<file path="config.mk">
export PLATFORM = sky130hd
export DESIGN_NAME = alu_logic_shift_unit
export DESIGN_NICKNAME = d
export VERILOG_FILES = /design/src/rtl/alu_logic_shift_unit.sv
export SDC_FILE = /design/constraint.sdc
export NUM_CORES = 1
export LEC_CHECK = 0
export ABC_AREA = 1
export BUFFER_PORTS_ARGS = -buffer_cell sky130_fd_sc_hd__buf_2
export CELL_PAD_IN_SITES_DETAIL_PLACEMENT = 1
export CELL_PAD_IN_SITES_GLOBAL_PLACEMENT = 1
export CORE_UTILIZATION = 38
export DETAILED_ROUTE_END_ITERATION = 16
export GPL_TIMING_DRIVEN = 1
export HOLD_SLACK_MARGIN = 0.02
export PLACE_DENSITY = 0.8
export SYNTH_ARGS = -nofsm -noshare
export SYNTH_HDL_FRONTEND = slang
export SYNTH_SLANG_ARGS = --single-unit
export TNS_END_PERCENT = 10
</file>
<file path="constraint.sdc">
create_clock -name clk -period 1.97 [get_ports clk]
set_input_delay 0.2955 -clock clk [delete_from_list [all_inputs] [get_ports clk]]
set_output_delay 0.2955 -clock clk [all_outputs]
set_load 0.02 [all_outputs]
</file>
<file path="src/rtl/alu_logic_shift_unit.sv">
// Handshaked logic/shift unit: AND/OR/XOR/NOR in one cycle, shifts/rotate iterate one bit per cycle.
// Define ALU_LOGIC_BARREL_EN to compute shifts/rotate in a single cycle with a barrel shifter instead.
module alu_logic_shift_unit #(
    parameter int DATA_W  = 32,
    parameter int SHAMT_W = $clog2(DATA_W)
) (
    input  logic              clk,
    input  logic              reset_n,
    input  logic              in_valid,
    output logic              in_ready,
    input  logic [DATA_W-1:0] in_x_data,
    input  logic [DATA_W-1:0] in_y_data,
    input  logic [2:0]        logic_fn,
    output logic              out_valid,
    input  logic              out_ready,
    output logic [DATA_W-1:0] out_logic_data,
    output logic              out_zero
);

    typedef enum logic [1:0] {
        S_IDLE  = 2'd0,
        S_SHIFT = 2'd1,
        S_DONE  = 2'd2
    } state_t;

    localparam logic [SHAMT_W-1:0] CNT_ONE  = SHAMT_W'(1);
    localparam logic [SHAMT_W-1:0] CNT_ZERO = SHAMT_W'(0);
    localparam logic [DATA_W-1:0]  ACC_ZERO = DATA_W'(0);

    state_t             r_state;
    state_t             w_state_nxt;
    logic [1:0]         r_fn;
    logic [1:0]         w_fn_nxt;
    logic [DATA_W-1:0]  r_acc;
    logic [DATA_W-1:0]  w_acc_nxt;
    logic [SHAMT_W-1:0] r_cnt;
    logic [SHAMT_W-1:0] w_cnt_nxt;
    logic               r_out_valid;
    logic               r_out_zero;
    logic               w_accept;
    logic [SHAMT_W-1:0] w_amt;

    function automatic logic [DATA_W-1:0] f_logic(input logic [1:0] fn,
                                                  input logic [DATA_W-1:0] x,
                                                  input logic [DATA_W-1:0] y);
        case (fn)
            2'b00:   f_logic = x & y;
            2'b01:   f_logic = x | y;
            2'b10:   f_logic = x ^ y;
            2'b11:   f_logic = ~(x | y);
            default: f_logic = ACC_ZERO;
        endcase
    endfunction

    // One-bit step of SLL/SRL/SRA/ROR, selected by the low two function bits
    function automatic logic [DATA_W-1:0] f_shift1(input logic [1:0] fn,
                                                   input logic [DATA_W-1:0] a);
        case (fn)
            2'b00:   f_shift1 = {a[DATA_W-2:0], 1'b0};
            2'b01:   f_shift1 = {1'b0, a[DATA_W-1:1]};
            2'b10:   f_shift1 = {a[DATA_W-1], a[DATA_W-1:1]};
            2'b11:   f_shift1 = {a[0], a[DATA_W-1:1]};
            default: f_shift1 = a;
        endcase
    endfunction

`ifdef ALU_LOGIC_BARREL_EN
    function automatic logic [DATA_W-1:0] f_barrel(input logic [1:0] fn,
                                                   input logic [DATA_W-1:0] x,
                                                   input logic [SHAMT_W-1:0] n);
        logic [2*DATA_W-1:0] dbl;
        dbl = {x, x} >> n;
        case (fn)
            2'b00:   f_barrel = x << n;
            2'b01:   f_barrel = x >> n;
            2'b10:   f_barrel = $unsigned($signed(x) >>> n);
            2'b11:   f_barrel = dbl[DATA_W-1:0];
            default: f_barrel = x;
        endcase
    endfunction
`endif

    assign in_ready       = (r_state == S_IDLE) & reset_n;
    assign w_accept       = in_valid & in_ready;
    assign w_amt          = in_y_data[SHAMT_W-1:0];
    assign out_valid      = r_out_valid;
    assign out_logic_data = r_acc;
    assign out_zero       = r_out_zero;

    // Next-state and datapath update
    always_comb begin
        w_state_nxt = r_state;
        w_fn_nxt    = r_fn;
        w_acc_nxt   = r_acc;
        w_cnt_nxt   = r_cnt;
        case (r_state)
            S_IDLE: begin
                if (w_accept) begin
                    w_fn_nxt  = logic_fn[1:0];
                    w_cnt_nxt = w_amt;
                    if (!logic_fn[2]) begin
                        w_acc_nxt   = f_logic(logic_fn[1:0], in_x_data, in_y_data);
                        w_state_nxt = S_DONE;
                    end
`ifdef ALU_LOGIC_BARREL_EN
                    else begin
                        w_acc_nxt   = f_barrel(logic_fn[1:0], in_x_data, w_amt);
                        w_state_nxt = S_DONE;
                    end
`else
                    else if (w_amt == CNT_ZERO) begin
                        w_acc_nxt   = in_x_data;
                        w_state_nxt = S_DONE;
                    end else begin
                        w_acc_nxt   = in_x_data;
                        w_state_nxt = S_SHIFT;
                    end
`endif
                end else begin
                    w_state_nxt = S_IDLE;
                end
            end
            S_SHIFT: begin
                w_acc_nxt = f_shift1(r_fn, r_acc);
                w_cnt_nxt = r_cnt - CNT_ONE;
                if (r_cnt == CNT_ONE) begin
                    w_state_nxt = S_DONE;
                end else begin
                    w_state_nxt = S_SHIFT;
                end
            end
            S_DONE: begin
                if (out_ready) begin
                    w_state_nxt = S_IDLE;
                end else begin
                    w_state_nxt = S_DONE;
                end
            end
            default: begin
                w_state_nxt = S_IDLE;
            end
        endcase
    end

    // State and output registers; flags are registered from the next-state view
    always_ff @(posedge clk) begin
        if (!reset_n) begin
            r_state     <= S_IDLE;
            r_fn        <= 2'b00;
            r_acc       <= ACC_ZERO;
            r_cnt       <= CNT_ZERO;
            r_out_valid <= 1'b0;
            r_out_zero  <= 1'b0;
        end else begin
            r_state     <= w_state_nxt;
            r_fn        <= w_fn_nxt;
            r_acc       <= w_acc_nxt;
            r_cnt       <= w_cnt_nxt;
            r_out_valid <= (w_state_nxt == S_DONE);
            r_out_zero  <= (w_state_nxt == S_DONE) && (w_acc_nxt == ACC_ZERO);
        end
    end

endmodule
</file>
==> flow_metrics.env, run 1 <==
export IMPL_status="completed"
export IMPL_drv_cap=0
export IMPL_synth_warnings=0
export IMPL_fmax_mhz=552
export IMPL_syn_instance_count=898
export IMPL_crit_type="reg2reg"
export IMPL_reg2reg_slack_ns=0.16
export IMPL_grt_pass1_vias=6044
export IMPL_crit_path_start_kind="flip-flop"
export IMPL_synth_most_common_cell="nand2_1"
export IMPL_cts_tree="yes"
export IMPL_power_density_nw_per_um2=517
export IMPL_yosysTopAreaCellShare=0.243
export IMPL_routedWlPerCell_microns=14.9
export IMPL_synth_area_leaders="nand2_1 24%, dfxtp_1 17%, ha_1 16%, inv_1 10%, a21oi_1 6.8%"
export IMPL_rows=41
export IMPL_grt_usage=0.255
export IMPL_post_route_drc_count=0
export IMPL_setup_viol=0
export IMPL_postSynth_asyncResetShare=0
export IMPL_fillers=1891
export IMPL_crit_start="r_state[0]$_SDFF_PN0_"
export IMPL_ant_nets=0
export IMPL_grt_max_degree=65
export IMPL_clk_path_buf_depth=2
export IMPL_die_h_microns=118
export IMPL_insertion_delay_ns=0.29
export IMPL_dp_hpwl_microns=13500
export IMPL_worstPathArrival_ns=2.04
export IMPL_ios=106
export IMPL_yosysSeqAreaShare=0.169
export IMPL_irDropWorstVdd_v=0.000371
export IMPL_vias=5816
export IMPL_reg2reg_from="r_state[0]$_SDFF_PN0_"
export IMPL_place_gp_congestion=0.870
export IMPL_crit_path_end_kind="flip-flop"
export IMPL_placed_area_sq_um=5870
export IMPL_cts_clk_slew_worst_paths_ns=0.06
export IMPL_die_area_sq_um=13900
export IMPL_finalHoldViolations=0
export IMPL_first_iter_violations=315
export IMPL_reg2regPathDepth=12
export IMPL_post_synth_cell_area_avg_sq_um=5.67
export IMPL_syn_to_final_growth_pct=19.9
export IMPL_core_area_sq_um=12800
export IMPL_slew_violations=0
export IMPL_cp_required_ns=2.20
export IMPL_finClkSkew_ns=0.00398
export IMPL_worstHoldPathType="in2reg"
export IMPL_start_util=0.397
export IMPL_postLayoutCoreUtil=0.476
export IMPL_syn_area_sq_um=5090
export IMPL_synth_seq_cells=43
export IMPL_cp_max_fo=12
export IMPL_htreeDepth=2
export IMPL_die_w_microns=118
export IMPL_fin_crit_sh=0.919
export IMPL_cts_buffers=5
export IMPL_clkSinkCount=43
export IMPL_synth_edff_count=0
export IMPL_relSlewSlack=0.746
export IMPL_antenna_found_initial=0
export IMPL_nNetsFinal=1137
export IMPL_postRouteWirelength_microns=17400
export IMPL_synthDistinctLibCells=28
export IMPL_fin_crit_ns=1.81
export IMPL_vias_per_cell=4.96
export IMPL_hold_buffers=0
export IMPL_design_area_sq_um=6100
export IMPL_syn_nets=1035
export IMPL_grt_remaining_overflow=0
export IMPL_cp_endpoint="out_zero$_SDFF_PN0_"
export IMPL_first_pass_iters=4
export IMPL_tns_ns=0
export IMPL_layout_drive_gt1_share=0.167
export IMPL_n_antenna_cell=0
export IMPL_portBuffers=105
export IMPL_worst_pin_slew_ns=0.377
export IMPL_synth_common_cells="330 x nand2_1, 142 x inv_1, 69 x a21oi_1"
export IMPL_synthFlopType="dfxtp_1"
export IMPL_grt_pass1_wl_microns=29100
export IMPL_leakagePower_nw=3.52
export IMPL_root_buffer="clkbuf_16"
export IMPL_timing_rr_end="out_zero$_SDFF_PN0_"
export IMPL_yosys_area_top_type="nand2_1"
-- kinds of logic after synthesis --
logic type                 after synthesis  synth area share
and+or+nand+nor                        452             0.351
AOI/OAI and AO/OA                      137             0.141
xor gates and xnor gates                10            0.0172
adders and majority gates               66             0.162
DFF                                     43             0.169
buffers and inverters                  190             0.159
-- critical path: stages, from the launching register on --
cell and delay (ns):
dfxtp_1 0.35, nor2_2 0.18, nand3_4 0.12, nand2_4 0.11
buf_6 0.16, o21ai_0 0.09, inv_1 0.07, nand2_1 0.05
nor2_1 0.16, nand2_1 0.08, nor2_1 0.11, nand3_1 0.15
nor2_1 0.11
-- power breakdown --
| part | leakage (nW) | total, W | switching [W] | internal [W] |
|---|---|---|---|---|
| logic | 3.09 | 0.00131 | 0.000830 | 0.000475 |
| clock network | 0.0727 | 0.000857 | 0.000361 | 0.000496 |
| registers | 0.352 | 0.000992 | 0.0000578 | 0.000934 |
-- cell usage in the layout (no fill, tap or decap), types with 2 or more instances in the layout --
master / netlist / final
o211ai_1: 5 / 5
clkbuf_16: 0 / 5
inv_1: 142 / 140
inv_2: 5 / 5
nor2_4: 1 / 2
buf_4: 6 / 23
nor2_1: 68 / 67
xor2_1: 9 / 9
ha_1: 66 / 66
nand4_1: 2 / 2
a21oi_2: 4 / 6
nand2_2: 3 / 2
buf_2: 15 / 105
buf_12: 0 / 7
nor2_2: 2 / 2
o21ai_0: 45 / 44
clkinvlp_4: 0 / 2
a21oi_1: 69 / 67
buf_6: 7 / 3
o21ai_1: 9 / 10
a31oi_1: 4 / 4
dfxtp_1: 43 / 42
nand2_1: 330 / 330
nand3_1: 43 / 43
-- registers in the layout, summed over array words and instances (netlist names) --
| name | count |
|---|---|
| out_logic_data | 32 |
| r_cnt | 5 |
| r_state | 2 |
| r_fn | 2 |
| out_zero | 1 |
| out_valid | 1 |
-- through the flow --
stage / hold slack, ns / std cells / setup slack [ns] / power, W
floorplan: 0.430 / 898 / 0.473 / 0.00182
global placement: 0.463 / 1161 / 0.0952 / 0.00224
detailed placement: 0.466 / 1161 / 0.0190 / 0.00228
CTS: 0.373 / 1168 / 0.0398 / 0.00313
global route: 0.405 / 1172 / -0.00992 / 0.00336
finish: 0.371 / 1172 / 0.159 / 0.00315
-- layout make-up --
cell class / count / area (sq um) / share of cell area
Timing Repair Buffer: 138 / 872 / 0.143
Sequential cell: 43 / 862 / 0.141
Clock inverter: 1 / 5.00 / 0.000821
Inverter: 147 / 559 / 0.0917
Multi-Input combinational cell: 665 / 3450 / 0.565
Clock buffer: 6 / 139 / 0.0228
Tap cell: 172 / 215 / 0.0353
-- worst min path at each step --
stage	endpoint	slack [ns]	depth (start not counted)	startpoint
finish	r_cnt[1]$_SDFFE_PN0P_	0.37	3	in_y_data[1]
global route	r_cnt[2]$_SDFFE_PN0P_	0.41	3	in_y_data[2]
CTS	r_cnt[2]$_SDFFE_PN0P_	0.37	3	in_y_data[2]
detailed placement	r_cnt[1]$_SDFFE_PN0P_	0.47	2	r_cnt[1]$_SDFFE_PN0P_
global placement	r_cnt[1]$_SDFFE_PN0P_	0.46	2	r_cnt[1]$_SDFFE_PN0P_
floorplan	out_valid$_SDFF_PN0_	0.43	2	reset_n
-- timing repair --
item                       CTS  global route
resized for setup            0            13
buffers inserted             0             4
setup endpoints to repair    0             1
-- per-layer routing --
layer	global-route usage	part of all wire
met5	0	0
met4	0.0761	0.024
met3	0.0334	0.040
met1	0.321	0.45
met2	0.449	0.49
Power figures use the tool's default switching activity.
==> run 2, diff against run 1 <==
--- a/config.mk
+++ b/config.mk
@@ -14,6 +14,7 @@
 export GPL_TIMING_DRIVEN = 1
 export HOLD_SLACK_MARGIN = 0.02
 export PLACE_DENSITY = 0.8
+export SETUP_SLACK_MARGIN = 0.5
 export SYNTH_ARGS = -nofsm -noshare
 export SYNTH_HDL_FRONTEND = slang
 export SYNTH_SLANG_ARGS = --single-unit
==> flow_metrics.env, run 2 (synthesized netlist as in run 1, its figures left out) <==
export IMPL_postRouteWirelength_microns=18000
export IMPL_root_buffer="clkbuf_16"
export IMPL_p_clk_frac=0.274
export IMPL_n_antenna_cell=0
export IMPL_finClkSkew_ns=0.00643
export IMPL_placed_cells=1157
export IMPL_grt_pass1_wl_microns=28700
export IMPL_fin_crit_sh=0.931
export IMPL_vias_per_cell=4.99
export IMPL_die_h_microns=118
export IMPL_grt_max_degree=65
export IMPL_fmax_mhz=545
export IMPL_ant_nets=0
export IMPL_first_pass_iters=4
export IMPL_instances_no_fill=1179
export IMPL_grt_remaining_overflow=0
export IMPL_hold_depth=3
export IMPL_die_w_microns=118
export IMPL_die_area_sq_um=13900
export IMPL_nNetsFinal=1143
export IMPL_largest_reg_flops=32
export IMPL_cts_clk_slew_worst_paths_ns=0.06
export IMPL_reg2regPathDepth=10
export IMPL_syn_to_final_growth_pct=23.5
export IMPL_post_route_drc_count=0
export IMPL_drv_cap=0
export IMPL_setup_viol=0
export IMPL_cp_required_ns=2.17
export IMPL_cp_max_fo=10
export IMPL_dp_hpwl_microns=13300
export IMPL_ios=106
export IMPL_clkSinkCount=43
export IMPL_htreeDepth=2
export IMPL_rsz0062_at_grt="yes"
export IMPL_crit_path_end_kind="flip-flop"
export IMPL_layout_drive_gt1_share=0.188
export IMPL_start_util=0.397
export IMPL_rows=41
export IMPL_core_area_sq_um=12800
export IMPL_multi_input_area_sq_um=3490
export IMPL_worstHoldPathType="in2reg"
export IMPL_worst_pin_slew_ns=0.328
export IMPL_tns_ns=0
export IMPL_grt_pass1_vias=5789
export IMPL_finalHoldViolations=0
export IMPL_routedWlPerCell_microns=15.2
export IMPL_relSlewSlack=0.779
export IMPL_clk_path_buf_depth=2
export IMPL_leakagePower_nw=3.60
export IMPL_p_sw_w=0.00129
export IMPL_p_int_w=0.00201
export IMPL_crit_type="reg2reg"
export IMPL_worstPathArrival_ns=2.03
export IMPL_first_iter_violations=278
export IMPL_portBuffers=105
export IMPL_share_comb_of_total_power=0.425
export IMPL_hold_buffers=0
export IMPL_vias=5884
export IMPL_irDropWorstVdd_v=0.000366
export IMPL_slew_violations=0
export IMPL_power_density_nw_per_um2=525
export IMPL_power_frac_seq=0.301
export IMPL_final_cell_mix="325 x nand2_1, 138 x inv_1, 105 x buf_2, 66 x ha_1"
export IMPL_cts_tree="yes"
export IMPL_insertion_delay_ns=0.29
export IMPL_cts_buffers=5
export IMPL_place_gp_congestion=0.911
export IMPL_fillers=1860
export IMPL_layout_cells_most_common="nand2_1"
export IMPL_antenna_found_initial=0
export IMPL_seq_area_sq_um=876
export IMPL_p_sw_frac=0.391
export IMPL_crit_path_start_kind="flip-flop"
export IMPL_fin_crit_ns=1.83
export IMPL_grt_usage=0.256
export IMPL_status="completed"
[run 2: final cells by class]
class | instances | area share
multi-input combinational | 665 | 0.556
clock buffer | 8 | 0.0249
timing repair buffer | 144 | 0.157
tap | 172 | 0.0343
inverter | 147 | 0.0884
sequential | 43 | 0.139
[run 2: per-stage QoR]
step | power [W] | utilization | area (sq um) | worst slack (ns) | hold WS [ns]
after floorplan | 0.00182 | - | 5090 | 0.473 | 0.430
after global placement | 0.00224 | 0.456 | 5850 | 0.0902 | 0.458
after detailed placement | 0.00227 | 0.456 | 5850 | 0.0494 | 0.459
after CTS | 0.00323 | 0.479 | 6140 | 0.200 | 0.347
after global routing | 0.00352 | 0.490 | 6280 | 0.0668 | 0.382
final | 0.00330 | 0.490 | 6280 | 0.136 | 0.361
[run 2: worst paths after layout]
path	to	slack, ns	from
worst max register to register	out_logic_data[22]$_SDFF_PN0_	0.14	r_state[0]$_SDFF_PN0_
worst min-delay path	r_cnt[0]$_SDFFE_PN0P_	0.36	reset_n
worst max-delay path	out_logic_data[22]$_SDFF_PN0_	0.14	r_state[0]$_SDFF_PN0_
worst min register to register	r_cnt[1]$_SDFFE_PN0P_	0.47	r_cnt[1]$_SDFFE_PN0P_
[run 2: repair_timing]
| item | CTS | global route |
|---|---|---|
| hold endpoints to repair | 0 | 0 |
| pin swaps | 9 | 11 |
| buffers inserted | 5 | 5 |
| gates resized for setup | 22 | 19 |
| cloned | 1 | 3 |
| endpoints found under the setup margin | 26 | 30 |
[run 2: power groups by stage]
stage	Clock, W	Combinational [W]	Sequential [W]
finish	0.000904	0.00140	0.000995
detailed placement	0	0.00126	0.00101
CTS	0.000911	0.00133	0.000992
global placement	0	0.00123	0.00101
global route	0.000958	0.00156	0.00100
floorplan	0	0.000763	0.00105
[run 2: metal layers]
metal | part of all wire | GRT usage | up-vias | wire, microns
met5 | 0 | 0 | - | 0
met2 | 0.48 | 0.452 | 122 | 8630
li1 | - | - | 2974 | -
met4 | 0.023 | 0.0793 | 0 | 417
met3 | 0.033 | 0.0291 | 28 | 592
met1 | 0.46 | 0.322 | 2760 | 8310
[run 2: worst max-delay path, stage by stage, from the launching register on]
cell       delay, ns
dfxtp_4         0.36
buf_4           0.14
nand2_4         0.13
nand2_4         0.09
buf_4           0.14
clkbuf_16       0.15
buf_4           0.15
o21ai_2         0.19
a21oi_2         0.06
buf_4           0.13
nor2_1          0.18
